`src/rtl/mem_stage_if.sv`:
```
// Bundle between the EX/MEM register, the data RAM and WB as seen by the MEM stage.
interface mem_stage_if #(
   parameter int unsigned ADDR_W = 32,
   parameter int unsigned REG_AW = 5
) ();
   logic              in_valid_i;
   logic              we_i;
   logic [REG_AW-1:0] waddr_i;
   logic [31:0]       wdata_i;
   logic [3:0]        mem_op_i;
   logic [ADDR_W-1:0] mem_addr_i;
   logic [31:0]       mem_data_i;
   logic [31:0]       ram_rdata_i;
   logic              ram_ack_i;
   logic              ram_ce_o;
   logic              ram_we_o;
   logic [ADDR_W-1:0] ram_addr_o;
   logic [3:0]        ram_sel_o;
   logic [31:0]       ram_wdata_o;
   logic              stall_o;
   logic              we_o;
   logic [REG_AW-1:0] waddr_o;
   logic [31:0]       wdata_o;
   logic              exc_o;
   logic [1:0]        exc_code_o;
   logic [ADDR_W-1:0] exc_addr_o;

   modport slave (
      input  in_valid_i, we_i, waddr_i, wdata_i, mem_op_i, mem_addr_i, mem_data_i,
      input  ram_rdata_i, ram_ack_i,
      output ram_ce_o, ram_we_o, ram_addr_o, ram_sel_o, ram_wdata_o, stall_o,
      output we_o, waddr_o, wdata_o, exc_o, exc_code_o, exc_addr_o
   );

   modport master (
      output in_valid_i, we_i, waddr_i, wdata_i, mem_op_i, mem_addr_i, mem_data_i,
      output ram_rdata_i, ram_ack_i,
      input  ram_ce_o, ram_we_o, ram_addr_o, ram_sel_o, ram_wdata_o, stall_o,
      input  we_o, waddr_o, wdata_o, exc_o, exc_code_o, exc_addr_o
   );
endinterface

```
`src/rtl/mem_stage_ctrl.sv`:
```
// Registered, handshaked MEM stage: one outstanding RAM access at a time, load
// extension, misalignment and bus-timeout exceptions, results registered to WB.
module mem_stage_ctrl #(
   parameter int unsigned ADDR_W  = 32,
   parameter int unsigned REG_AW  = 5,
   parameter int unsigned TIMEOUT = 16
) (
   input logic        clk,
   input logic        rst,
   mem_stage_if.slave bus
);
   localparam logic [3:0] OpLb  = 4'd1;
   localparam logic [3:0] OpLbu = 4'd2;
   localparam logic [3:0] OpLh  = 4'd3;
   localparam logic [3:0] OpLhu = 4'd4;
   localparam logic [3:0] OpLw  = 4'd5;
   localparam logic [3:0] OpSb  = 4'd6;
   localparam logic [3:0] OpSh  = 4'd7;
   localparam logic [3:0] OpSw  = 4'd8;
   localparam int unsigned CntW = (TIMEOUT > 1) ? $clog2(TIMEOUT) : 1;

   typedef enum logic [0:0] {StIdle, StBusy} state_e;

   function automatic logic op_is_load(input logic [3:0] op);
      return (op >= OpLb) && (op <= OpLw);
   endfunction

   function automatic logic op_is_store(input logic [3:0] op);
      return (op >= OpSb) && (op <= OpSw);
   endfunction

   function automatic logic op_is_byte(input logic [3:0] op);
      return (op == OpLb) || (op == OpLbu) || (op == OpSb);
   endfunction

   function automatic logic op_is_half(input logic [3:0] op);
      return (op == OpLh) || (op == OpLhu) || (op == OpSh);
   endfunction

   state_e            state_q, state_d;
   logic [3:0]        op_q, op_d;
   logic [ADDR_W-1:0] addr_q, addr_d;
   logic [31:0]       data_q, data_d;
   logic [REG_AW-1:0] waddr_q, waddr_d;
   logic              we_q, we_d;
   logic [CntW-1:0]   cnt_q, cnt_d;
   logic              wb_we_q, wb_we_d;
   logic [REG_AW-1:0] wb_waddr_q, wb_waddr_d;
   logic [31:0]       wb_wdata_q, wb_wdata_d;
   logic              exc_q, exc_d;
   logic [1:0]        exc_code_q, exc_code_d;
   logic [ADDR_W-1:0] exc_addr_q, exc_addr_d;

   logic        busy, in_mem, in_mis, in_accept, timeout_hit;
   logic [7:0]  ld_byte;
   logic [15:0] ld_half;
   logic [31:0] ld_data;

   assign busy   = (state_q == StBusy);
   assign in_mem = op_is_load(bus.mem_op_i) || op_is_store(bus.mem_op_i);
   assign in_mis = (op_is_half(bus.mem_op_i) && bus.mem_addr_i[0]) ||
                   (((bus.mem_op_i == OpLw) || (bus.mem_op_i == OpSw)) &&
                    (bus.mem_addr_i[1:0] != 2'b00));
   assign in_accept = bus.in_valid_i && in_mem && !in_mis;
   // An ack in the final counted cycle takes priority over the abort.
   assign timeout_hit = busy && (TIMEOUT != 0) && !bus.ram_ack_i &&
                        (cnt_q == CntW'(TIMEOUT - 1));

   always_ff @(posedge clk) begin
      if (rst) begin
         state_q <= StIdle;
      end else begin
         state_q <= state_d;
      end
   end

   always_comb begin
      state_d = state_q;
      case (state_q)
         StIdle:  if (in_accept) state_d = StBusy;
         StBusy:  if (bus.ram_ack_i || timeout_hit) state_d = StIdle;
         default: state_d = StIdle;
      endcase
   end

   always_comb begin
      ld_byte = bus.ram_rdata_i[7:0];
      case (addr_q[1:0])
         2'd1:    ld_byte = bus.ram_rdata_i[15:8];
         2'd2:    ld_byte = bus.ram_rdata_i[23:16];
         2'd3:    ld_byte = bus.ram_rdata_i[31:24];
         default: ld_byte = bus.ram_rdata_i[7:0];
      endcase
      ld_half = addr_q[1] ? bus.ram_rdata_i[31:16] : bus.ram_rdata_i[15:0];
      case (op_q)
         OpLb:    ld_data = {{24{ld_byte[7]}}, ld_byte};
         OpLbu:   ld_data = {24'h0, ld_byte};
         OpLh:    ld_data = {{16{ld_half[15]}}, ld_half};
         OpLhu:   ld_data = {16'h0, ld_half};
         default: ld_data = bus.ram_rdata_i;
      endcase
   end

   always_comb begin
      op_d       = op_q;
      addr_d     = addr_q;
      data_d     = data_q;
      waddr_d    = waddr_q;
      we_d       = we_q;
      cnt_d      = cnt_q;
      wb_we_d    = 1'b0;
      wb_waddr_d = wb_waddr_q;
      wb_wdata_d = wb_wdata_q;
      exc_d      = 1'b0;
      exc_code_d = 2'd0;
      exc_addr_d = exc_addr_q;
      case (state_q)
         StIdle: begin
            if (bus.in_valid_i && !in_mem) begin
               wb_we_d    = bus.we_i;
               wb_waddr_d = bus.waddr_i;
               wb_wdata_d = bus.wdata_i;
            end else if (bus.in_valid_i && in_mis) begin
               exc_d      = 1'b1;
               exc_code_d = op_is_load(bus.mem_op_i) ? 2'd1 : 2'd2;
               exc_addr_d = bus.mem_addr_i;
            end else if (in_accept) begin
               op_d    = bus.mem_op_i;
               addr_d  = bus.mem_addr_i;
               data_d  = bus.mem_data_i;
               waddr_d = bus.waddr_i;
               we_d    = bus.we_i;
               cnt_d   = '0;
            end
         end
         StBusy: begin
            if (bus.ram_ack_i) begin
               if (op_is_load(op_q)) begin
                  wb_we_d    = we_q;
                  wb_waddr_d = waddr_q;
                  wb_wdata_d = ld_data;
               end
            end else if (timeout_hit) begin
               exc_d      = 1'b1;
               exc_code_d = 2'd3;
               exc_addr_d = addr_q;
            end else begin
               cnt_d = cnt_q + CntW'(1);
            end
         end
         default: ;
      endcase
   end

   always_ff @(posedge clk) begin
      if (rst) begin
         op_q       <= '0;
         addr_q     <= '0;
         data_q     <= '0;
         waddr_q    <= '0;
         we_q       <= 1'b0;
         cnt_q      <= '0;
         wb_we_q    <= 1'b0;
         wb_waddr_q <= '0;
         wb_wdata_q <= '0;
         exc_q      <= 1'b0;
         exc_code_q <= 2'd0;
         exc_addr_q <= '0;
      end else begin
         op_q       <= op_d;
         addr_q     <= addr_d;
         data_q     <= data_d;
         waddr_q    <= waddr_d;
         we_q       <= we_d;
         cnt_q      <= cnt_d;
         wb_we_q    <= wb_we_d;
         wb_waddr_q <= wb_waddr_d;
         wb_wdata_q <= wb_wdata_d;
         exc_q      <= exc_d;
         exc_code_q <= exc_code_d;
         exc_addr_q <= exc_addr_d;
      end
   end

   always_comb begin
      bus.ram_ce_o    = busy;
      bus.ram_we_o    = busy && op_is_store(op_q);
      bus.ram_addr_o  = {addr_q[ADDR_W-1:2], 2'b00};
      bus.ram_sel_o   = 4'b0000;
      bus.ram_wdata_o = data_q;
      if (op_is_byte(op_q)) begin
         bus.ram_sel_o   = 4'b0001 << addr_q[1:0];
         bus.ram_wdata_o = {4{data_q[7:0]}};
      end else if (op_is_half(op_q)) begin
         bus.ram_sel_o   = addr_q[1] ? 4'b1100 : 4'b0011;
         bus.ram_wdata_o = {2{data_q[15:0]}};
      end else if (op_is_load(op_q) || op_is_store(op_q)) begin
         bus.ram_sel_o = 4'b1111;
      end
      if (!busy) bus.ram_sel_o = 4'b0000;
      bus.stall_o    = busy ? (!bus.ram_ack_i && !timeout_hit) : in_accept;
      bus.we_o       = wb_we_q;
      bus.waddr_o    = wb_waddr_q;
      bus.wdata_o    = wb_wdata_q;
      bus.exc_o      = exc_q;
      bus.exc_code_o = exc_code_q;
      bus.exc_addr_o = exc_addr_q;
   end
endmodule

```
`src/flat_wrapper.sv`:
```
// flat-port wrapper written by rule: the top's interface ports become plain ports
module mem_stage_ctrl_flat 
#(
   parameter int unsigned ADDR_W  = 32,
   parameter int unsigned REG_AW  = 5,
   parameter int unsigned TIMEOUT = 16
)
  (clk, rst, bus_in_valid_i, bus_we_i, bus_waddr_i, bus_wdata_i, bus_mem_op_i, bus_mem_addr_i, bus_mem_data_i, bus_ram_rdata_i, bus_ram_ack_i, bus_ram_ce_o, bus_ram_we_o, bus_ram_addr_o, bus_ram_sel_o, bus_ram_wdata_o, bus_stall_o, bus_we_o, bus_waddr_o, bus_wdata_o, bus_exc_o, bus_exc_code_o, bus_exc_addr_o);
  mem_stage_if #(.ADDR_W(ADDR_W), .REG_AW(REG_AW)) bus_i ();
  input logic clk;
  input logic rst;
  input wire logic [$bits(bus_i.in_valid_i)-1:0] bus_in_valid_i;
  input wire logic [$bits(bus_i.we_i)-1:0] bus_we_i;
  input wire logic [$bits(bus_i.waddr_i)-1:0] bus_waddr_i;
  input wire logic [$bits(bus_i.wdata_i)-1:0] bus_wdata_i;
  input wire logic [$bits(bus_i.mem_op_i)-1:0] bus_mem_op_i;
  input wire logic [$bits(bus_i.mem_addr_i)-1:0] bus_mem_addr_i;
  input wire logic [$bits(bus_i.mem_data_i)-1:0] bus_mem_data_i;
  input wire logic [$bits(bus_i.ram_rdata_i)-1:0] bus_ram_rdata_i;
  input wire logic [$bits(bus_i.ram_ack_i)-1:0] bus_ram_ack_i;
  output wire logic [$bits(bus_i.ram_ce_o)-1:0] bus_ram_ce_o;
  output wire logic [$bits(bus_i.ram_we_o)-1:0] bus_ram_we_o;
  output wire logic [$bits(bus_i.ram_addr_o)-1:0] bus_ram_addr_o;
  output wire logic [$bits(bus_i.ram_sel_o)-1:0] bus_ram_sel_o;
  output wire logic [$bits(bus_i.ram_wdata_o)-1:0] bus_ram_wdata_o;
  output wire logic [$bits(bus_i.stall_o)-1:0] bus_stall_o;
  output wire logic [$bits(bus_i.we_o)-1:0] bus_we_o;
  output wire logic [$bits(bus_i.waddr_o)-1:0] bus_waddr_o;
  output wire logic [$bits(bus_i.wdata_o)-1:0] bus_wdata_o;
  output wire logic [$bits(bus_i.exc_o)-1:0] bus_exc_o;
  output wire logic [$bits(bus_i.exc_code_o)-1:0] bus_exc_code_o;
  output wire logic [$bits(bus_i.exc_addr_o)-1:0] bus_exc_addr_o;
  assign bus_i.in_valid_i = bus_in_valid_i;
  assign bus_i.we_i = bus_we_i;
  assign bus_i.waddr_i = bus_waddr_i;
  assign bus_i.wdata_i = bus_wdata_i;
  assign bus_i.mem_op_i = bus_mem_op_i;
  assign bus_i.mem_addr_i = bus_mem_addr_i;
  assign bus_i.mem_data_i = bus_mem_data_i;
  assign bus_i.ram_rdata_i = bus_ram_rdata_i;
  assign bus_i.ram_ack_i = bus_ram_ack_i;
  assign bus_ram_ce_o = bus_i.ram_ce_o;
  assign bus_ram_we_o = bus_i.ram_we_o;
  assign bus_ram_addr_o = bus_i.ram_addr_o;
  assign bus_ram_sel_o = bus_i.ram_sel_o;
  assign bus_ram_wdata_o = bus_i.ram_wdata_o;
  assign bus_stall_o = bus_i.stall_o;
  assign bus_we_o = bus_i.we_o;
  assign bus_waddr_o = bus_i.waddr_o;
  assign bus_wdata_o = bus_i.wdata_o;
  assign bus_exc_o = bus_i.exc_o;
  assign bus_exc_code_o = bus_i.exc_code_o;
  assign bus_exc_addr_o = bus_i.exc_addr_o;
  mem_stage_ctrl #(.ADDR_W(ADDR_W), .REG_AW(REG_AW), .TIMEOUT(TIMEOUT)) u_core (.clk(clk), .rst(rst), .bus(bus_i));
endmodule
```
`config.mk`:
```
export PLATFORM = sky130hd
export DESIGN_NAME = mem_stage_ctrl_flat
export DESIGN_NICKNAME = d
export VERILOG_FILES = /design/src/rtl/mem_stage_if.sv /design/src/rtl/mem_stage_ctrl.sv /design/src/flat_wrapper.sv
export SDC_FILE = /design/constraint.sdc
export NUM_CORES = 1
export LEC_CHECK = 0
export CAP_MARGIN = 20
export CORE_ASPECT_RATIO = 1.75
export CORE_UTILIZATION = 37
export CTS_CLUSTER_SIZE = 28
export DETAILED_ROUTE_END_ITERATION = 16
export GPL_TIMING_DRIVEN = 0
export PLACE_DENSITY = 0.7
export SLEW_MARGIN = 20
export SYNTH_ARGS = -nofsm -noshare
export SYNTH_HDL_FRONTEND = slang
export SYNTH_SLANG_ARGS = --single-unit
```
`constraint.sdc`:
```
create_clock -name clk -period 2 [get_ports clk]
set_input_delay 0.2 -clock clk [delete_from_list [all_inputs] [get_ports clk]]
set_output_delay 0.2 -clock clk [all_outputs]
set_load 0.01 [all_outputs]
```
# Yosys cells after proc, flatten, opt, wreduce, memory -nomap -nowiden
# Cells that the tools add are included.
[word_totals] ff_bits=152 mem_count=0 mem_bits_rw=0 latchBits=0 input_bits=142 output_inout_bits=144 romBits=0
[classes] shifts=1 n_reduce_logical=34 magnitude_cmp=8 n_div=0 addsub=1 multipliers=0 eq_ne=25 bitwise_logic=3 mux=48
[op_table] op="32-bit two-way mux" n=9
[op_table] op="32-bit case mux with 2 select lines" n=2
[op_table] op="32-bit case mux with 4 select lines" n=1
[op_table] op="4-bit two-way mux" n=10
[op_table] op="4-bit by 3-bit == test with 1-bit output, second input constant" n=6
[op_table] op="8-bit case mux with 3 select lines" n=1
[op_table] op="16-bit two-way mux" n=1
[op_table] op="5-bit two-way mux" n=3
[op_table] op="1-bit logical AND" n=14
[op_table] op="2-bit != test, second input constant" n=7
[op_table] op="4-bit by 2-bit == test with 1-bit output, second input constant" n=3
[op_table] op="1-bit logical OR" n=11
[op_table] op="1-bit two-way mux" n=10
[op_table] op="2-bit two-way mux" n=5
[op_table] op="5-bit case mux with 2 select lines" n=1
[op_table] op="4-bit == test, second input constant" n=2
[op_table] op="4-bit by 1-bit greater-or-equal comparator with 1-bit output, second input constant" n=2
[op_table] op="4-bit by 3-bit greater-or-equal comparator with 1-bit output, second input constant" n=2
[op_table] op="4-bit by 3-bit <= comparator with 1-bit output, second input constant" n=2
[op_table] op="4-bit <= comparator, second input constant" n=2
[op_table] op="4-bit case mux with 2 select lines" n=1
[op_table] op="4-bit AND reduction" n=2
[op_table] op="2-bit by 1-bit != test with 1-bit output, second input constant" n=3
[op_table] op="1-bit case mux with 2 select lines" n=3
[op_table] op="other kinds (11)" n=17

# Logic depth before layout (Yosys ltp)
[depth] word_depth=11 ltp_mapped=8 ltp_nobuf=6

# Worst setup path before layout
# OpenSTA, ideal clock, no wires.
[synth_timing] path_type="register to output" from="reg u_core.op_q[0]" to="out bus_ram_wdata_o[16]" path_stages_with_launch=5 arrival_ns=1.743 required_time_ns=1.800 n_path_buf=1 setup_slack_ns=0.057 path_cell_list="dfxtp_1 buf_6 or3b_2 a31oi_2 mux2_2"
[synth_via] elab_chain_len=5
[synth_rtl] element="from (decl)" line="mem_stage_ctrl.sv:41" text="logic [3:0] op_q, op_d;"
[synth_rtl] element="from (signal assigned)" line="mem_stage_ctrl.sv:170" text="op_q <= op_d;"
[synth_rtl] element="4-bit by 2-bit == test with 1-bit output or 4-bit by 3-bit == test with 1-bit output (tied branches)" line="mem_stage_ctrl.sv:37" text="return (op == OpLh) || (op == OpLhu) || (op == OpSh);"
[synth_rtl] element="1-bit logical OR (2 in series)" line="mem_stage_ctrl.sv:37"
[synth_rtl] element="32-bit two-way mux" line="mem_stage_ctrl.sv:194" text="end else if (op_is_half(op_q)) begin"
[synth_rtl] element="32-bit two-way mux (*)" line="mem_stage_ctrl.sv:191" text="if (op_is_byte(op_q)) begin"
[synth_rtl] element="to (decl)" line="flat_wrapper.sv:25" text="output wire logic [$bits(bus_i.ram_wdata_o)-1:0] bus_ram_wdata_o;"
# Every way passes the cells marked *; elsewhere a longest branch is shown, timed or not.

# Worst setup path in the final report
[layout_timing] from="reg u_core.op_q[0]" to="out bus_ram_wdata_o[24]"
# The elaborated chain is that of the path after synthesis.

==> metrics.txt <==
status finished, violations left; failing checks setup timing; synthesized area per cell 8.64 sq um; CTS buffer count 17; top post-synthesis cells by count dfxtp_1 (152), a21oi_1 (111), o21ai_0 (102); synthesized instance count 961; TritonCTS clock tree built; total chip power between 8 and 9 mW; Synth cell types 65; crit path kind flip-flop to primary output; Layout Nets 1430; post-route ant nets 0; MaxCap Viol Count 0; #FFs+latches synth 152; CTS Sinks around 150; Clock Skew ~0.0085 ns; CP startpoint kind flip-flop; H-tree depth 4; GP Congestion 0.927; most common flop cell mapped by yosys dfxtp_1; Clock transition at path regs 0.06 ns; Max Root-Sink Buffers 2; CP max FO 8; Worst IR Drop VDD 530 uV; initial antenna violation count 6; Layout area overhead 53.4%; drt drc 0; first-pass GRT wire length between 40 and 50 mm; num rows 72; port buffer count 282; Period Utilization, post-route 113%; pwr dens 670 nW/um^2; Iteration-0 DRC Markers 336; Slew Limit Headroom 47.6%; DP Area roughly 11000 sq um; final setup fails 28; Slew Limit Fails 0; synth warn 0; post-route cell area 12700 sq um; DR vias roughly 8700; Die ar. 23100 sq um; router iterations before antenna repair 5; post-synthesis sequential area ratio 36.7%; global-route usage over all layers 27.2%; grt total ovfl 0; cell taking the most area after synthesis dfxtp_1; endpoint class of the critical path primary output; Worst Path Required around 1.8 ns; Fin. Hold Viols 0; Synth top area share between 30% and 40%; die outline width 115 microns; Clk Latency, worst-skew pair 0.43 ns; core area approximately 22000 sq um; wire length per cell 19.8 microns; most frequent cell after synthesis dfxtp_1; vias in the first global route 8703; Post-synth ARST share 0%; cts hold-fix bufs 0; setup ws final -0.254 ns; I/O Pins about 290; largest net degree at the start of global routing 17; layout cells sized above 1 23.5%; Initial Utilization 37.6%; min Tclk post-route 2.25 ns; Hold WC Path Type primary input to flip-flop; Max Freq about 440 MHz; CTS root buffer clkbuf_16; cell area after synthesis 8300 sq um; Layout Utilization 57.7%; Final HPWL DP 24.5 mm; Chip Height 200 microns; RSZ-0062 raised after global routing true; WP data arrival 2.05 ns; Worst Max-Slew Pin Slew 0.786 ns; number of synthesized flops with an enable pin 0; DRT Wirelength between 30 and 40 mm; LEAKAGE roughly 4.6 nW; vias per std cell between 5 and 6; synth top area cells dfxtp_1 (37%), nand3b_1 (7.6%), mux2i_1 (6.8%)
cell type report:
type,count,area (sq um)
Antenna cell,5,12.5
Buffer,128,811
Clock buffer,20,457
Clock inverter,12,124
Fill cell,2031,9340
Inverter,14,57.6
Multi-Input combinational cell,664,4830
Sequential cell,152,3060
Tap cell,296,370
Timing Repair Buffer,310,3010
per-layer routing:
| layer | vias up | GRT usage, % | share of wire (%) |
|---|---|---|---|
| met2 | 330 | 49.4 | 52 |
| met3 | 107 | 5.84 | 5.3 |
| met5 | - | 0 | 0.041 |
| met1 | 4146 | 26.5 | 35 |
| li1 | 4106 | - | - |
| met4 | 2 | 19.9 | 7.0 |
per-stage QoR:
stage | hold slack, ns | worst slack (ns) | cells | setup TNS (ns)
after floorplan | 0.356 | 0.0569 | 962 | 0
after global placement | 0.440 | -0.874 | 1540 | -87.87
after detailed placement | 0.445 | -0.862 | 1540 | -89.29
after CTS | 0.244 | -0.302 | 1585 | -5.08
after global routing | 0.291 | -0.308 | 1600 | -7.93
final | 0.263 | -0.254 | 1601 | -5.71
power breakdown:
part | leakage [nW] | switching (mW) | total (mW) | internal, mW
combinational | 3.09 | 1.01 | 2.04 | 1.03
sequential | 1.24 | 0.121 | 3.31 | 3.19
clock | 0.290 | 1.28 | 3.18 | 1.90
total | 4.62 | 2.41 | 8.53 | 6.12
critical path, stage by stage, from the launching register on:
cell,delay (ns)
dfxtp_4,0.36
or3b_4,0.45
a21oi_4,0.16
buf_12,0.17
mux2i_4,0.27
o21ai_2,0.07
buf_2,0.14
path summary, 6_finish.rpt:
kind	startpoint	cells after the start	slack, ns	endpoint
worst max-delay path	u_core.op_q[0]	6	-0.25	bus_ram_wdata_o[24]
worst min-delay path	bus_mem_op_i[0]	3	0.26	u_core.op_q[0]
worst max register to register	u_core.addr_q[1]	7	0.03	u_core.bus.wdata_o[0]
worst min register to register	u_core.bus.wdata_o[16]	2	0.45	u_core.bus.wdata_o[16]
what timing repair did:
item | 4_1_cts | 5_1_grt
gates cloned | 0 | 1
setup endpoints to repair | 165 | 76
setup buffers | 16 | 11
resized for setup | 232 | 69
pin swaps | 8 | 9
cells in the final DEF, fill, tap and decap left out, types with 4 or more instances in the layout:
master,count
a31oi_1,4
a21oi_2,4
clkinv_2,6
mux2i_1,52
a211oi_1,12
inv_1,13
nand2b_1,5
buf_8,4
a211oi_2,4
nand3b_1,84
o21ai_1,10
buf_6,26
buf_2,35
mux2_4,8
nor2_1,83
a211o_1,17
clkbuf_1,38
o21ai_2,11
diode_2,5
o41ai_2,8
buf_4,63
o21ai_0,82
dlygate4sd2_1,4
clkbuf_16,17
o221ai_2,5
a221oi_2,33
clkdlybuf4s50_1,248
nand2_4,7
nor2_2,5
dfxtp_1,147
nand2_1,47
a21oi_1,106
clkbuf_2,14
state kept, by name, indices dropped and copies added (netlist names):
name	cells
u_core.op_q	4
u_core.addr_q	32
u_core.bus.exc_o	1
u_core.bus.wdata_o	32
u_core.bus.waddr_o	5
u_core.bus.ram_ce_o	1
u_core.bus.exc_code_o	2
u_core.waddr_q	5
u_core.we_q	1
u_core.bus.exc_addr_o	32
u_core.data_q	32
u_core.bus.we_o	1
u_core.cnt_q	4
cells by family after synthesis:
group	Yosys count	synth area share, %
compound gates	326	27.5
xor+xnor	3	0.317
fa+ha+maj	1	0.151
buf+inv	146	9.77
flops	152	36.7
mux	65	8.11
other cells	1	0.0452
simple gates	267	17.4
Power figures use the tool's default switching activity.
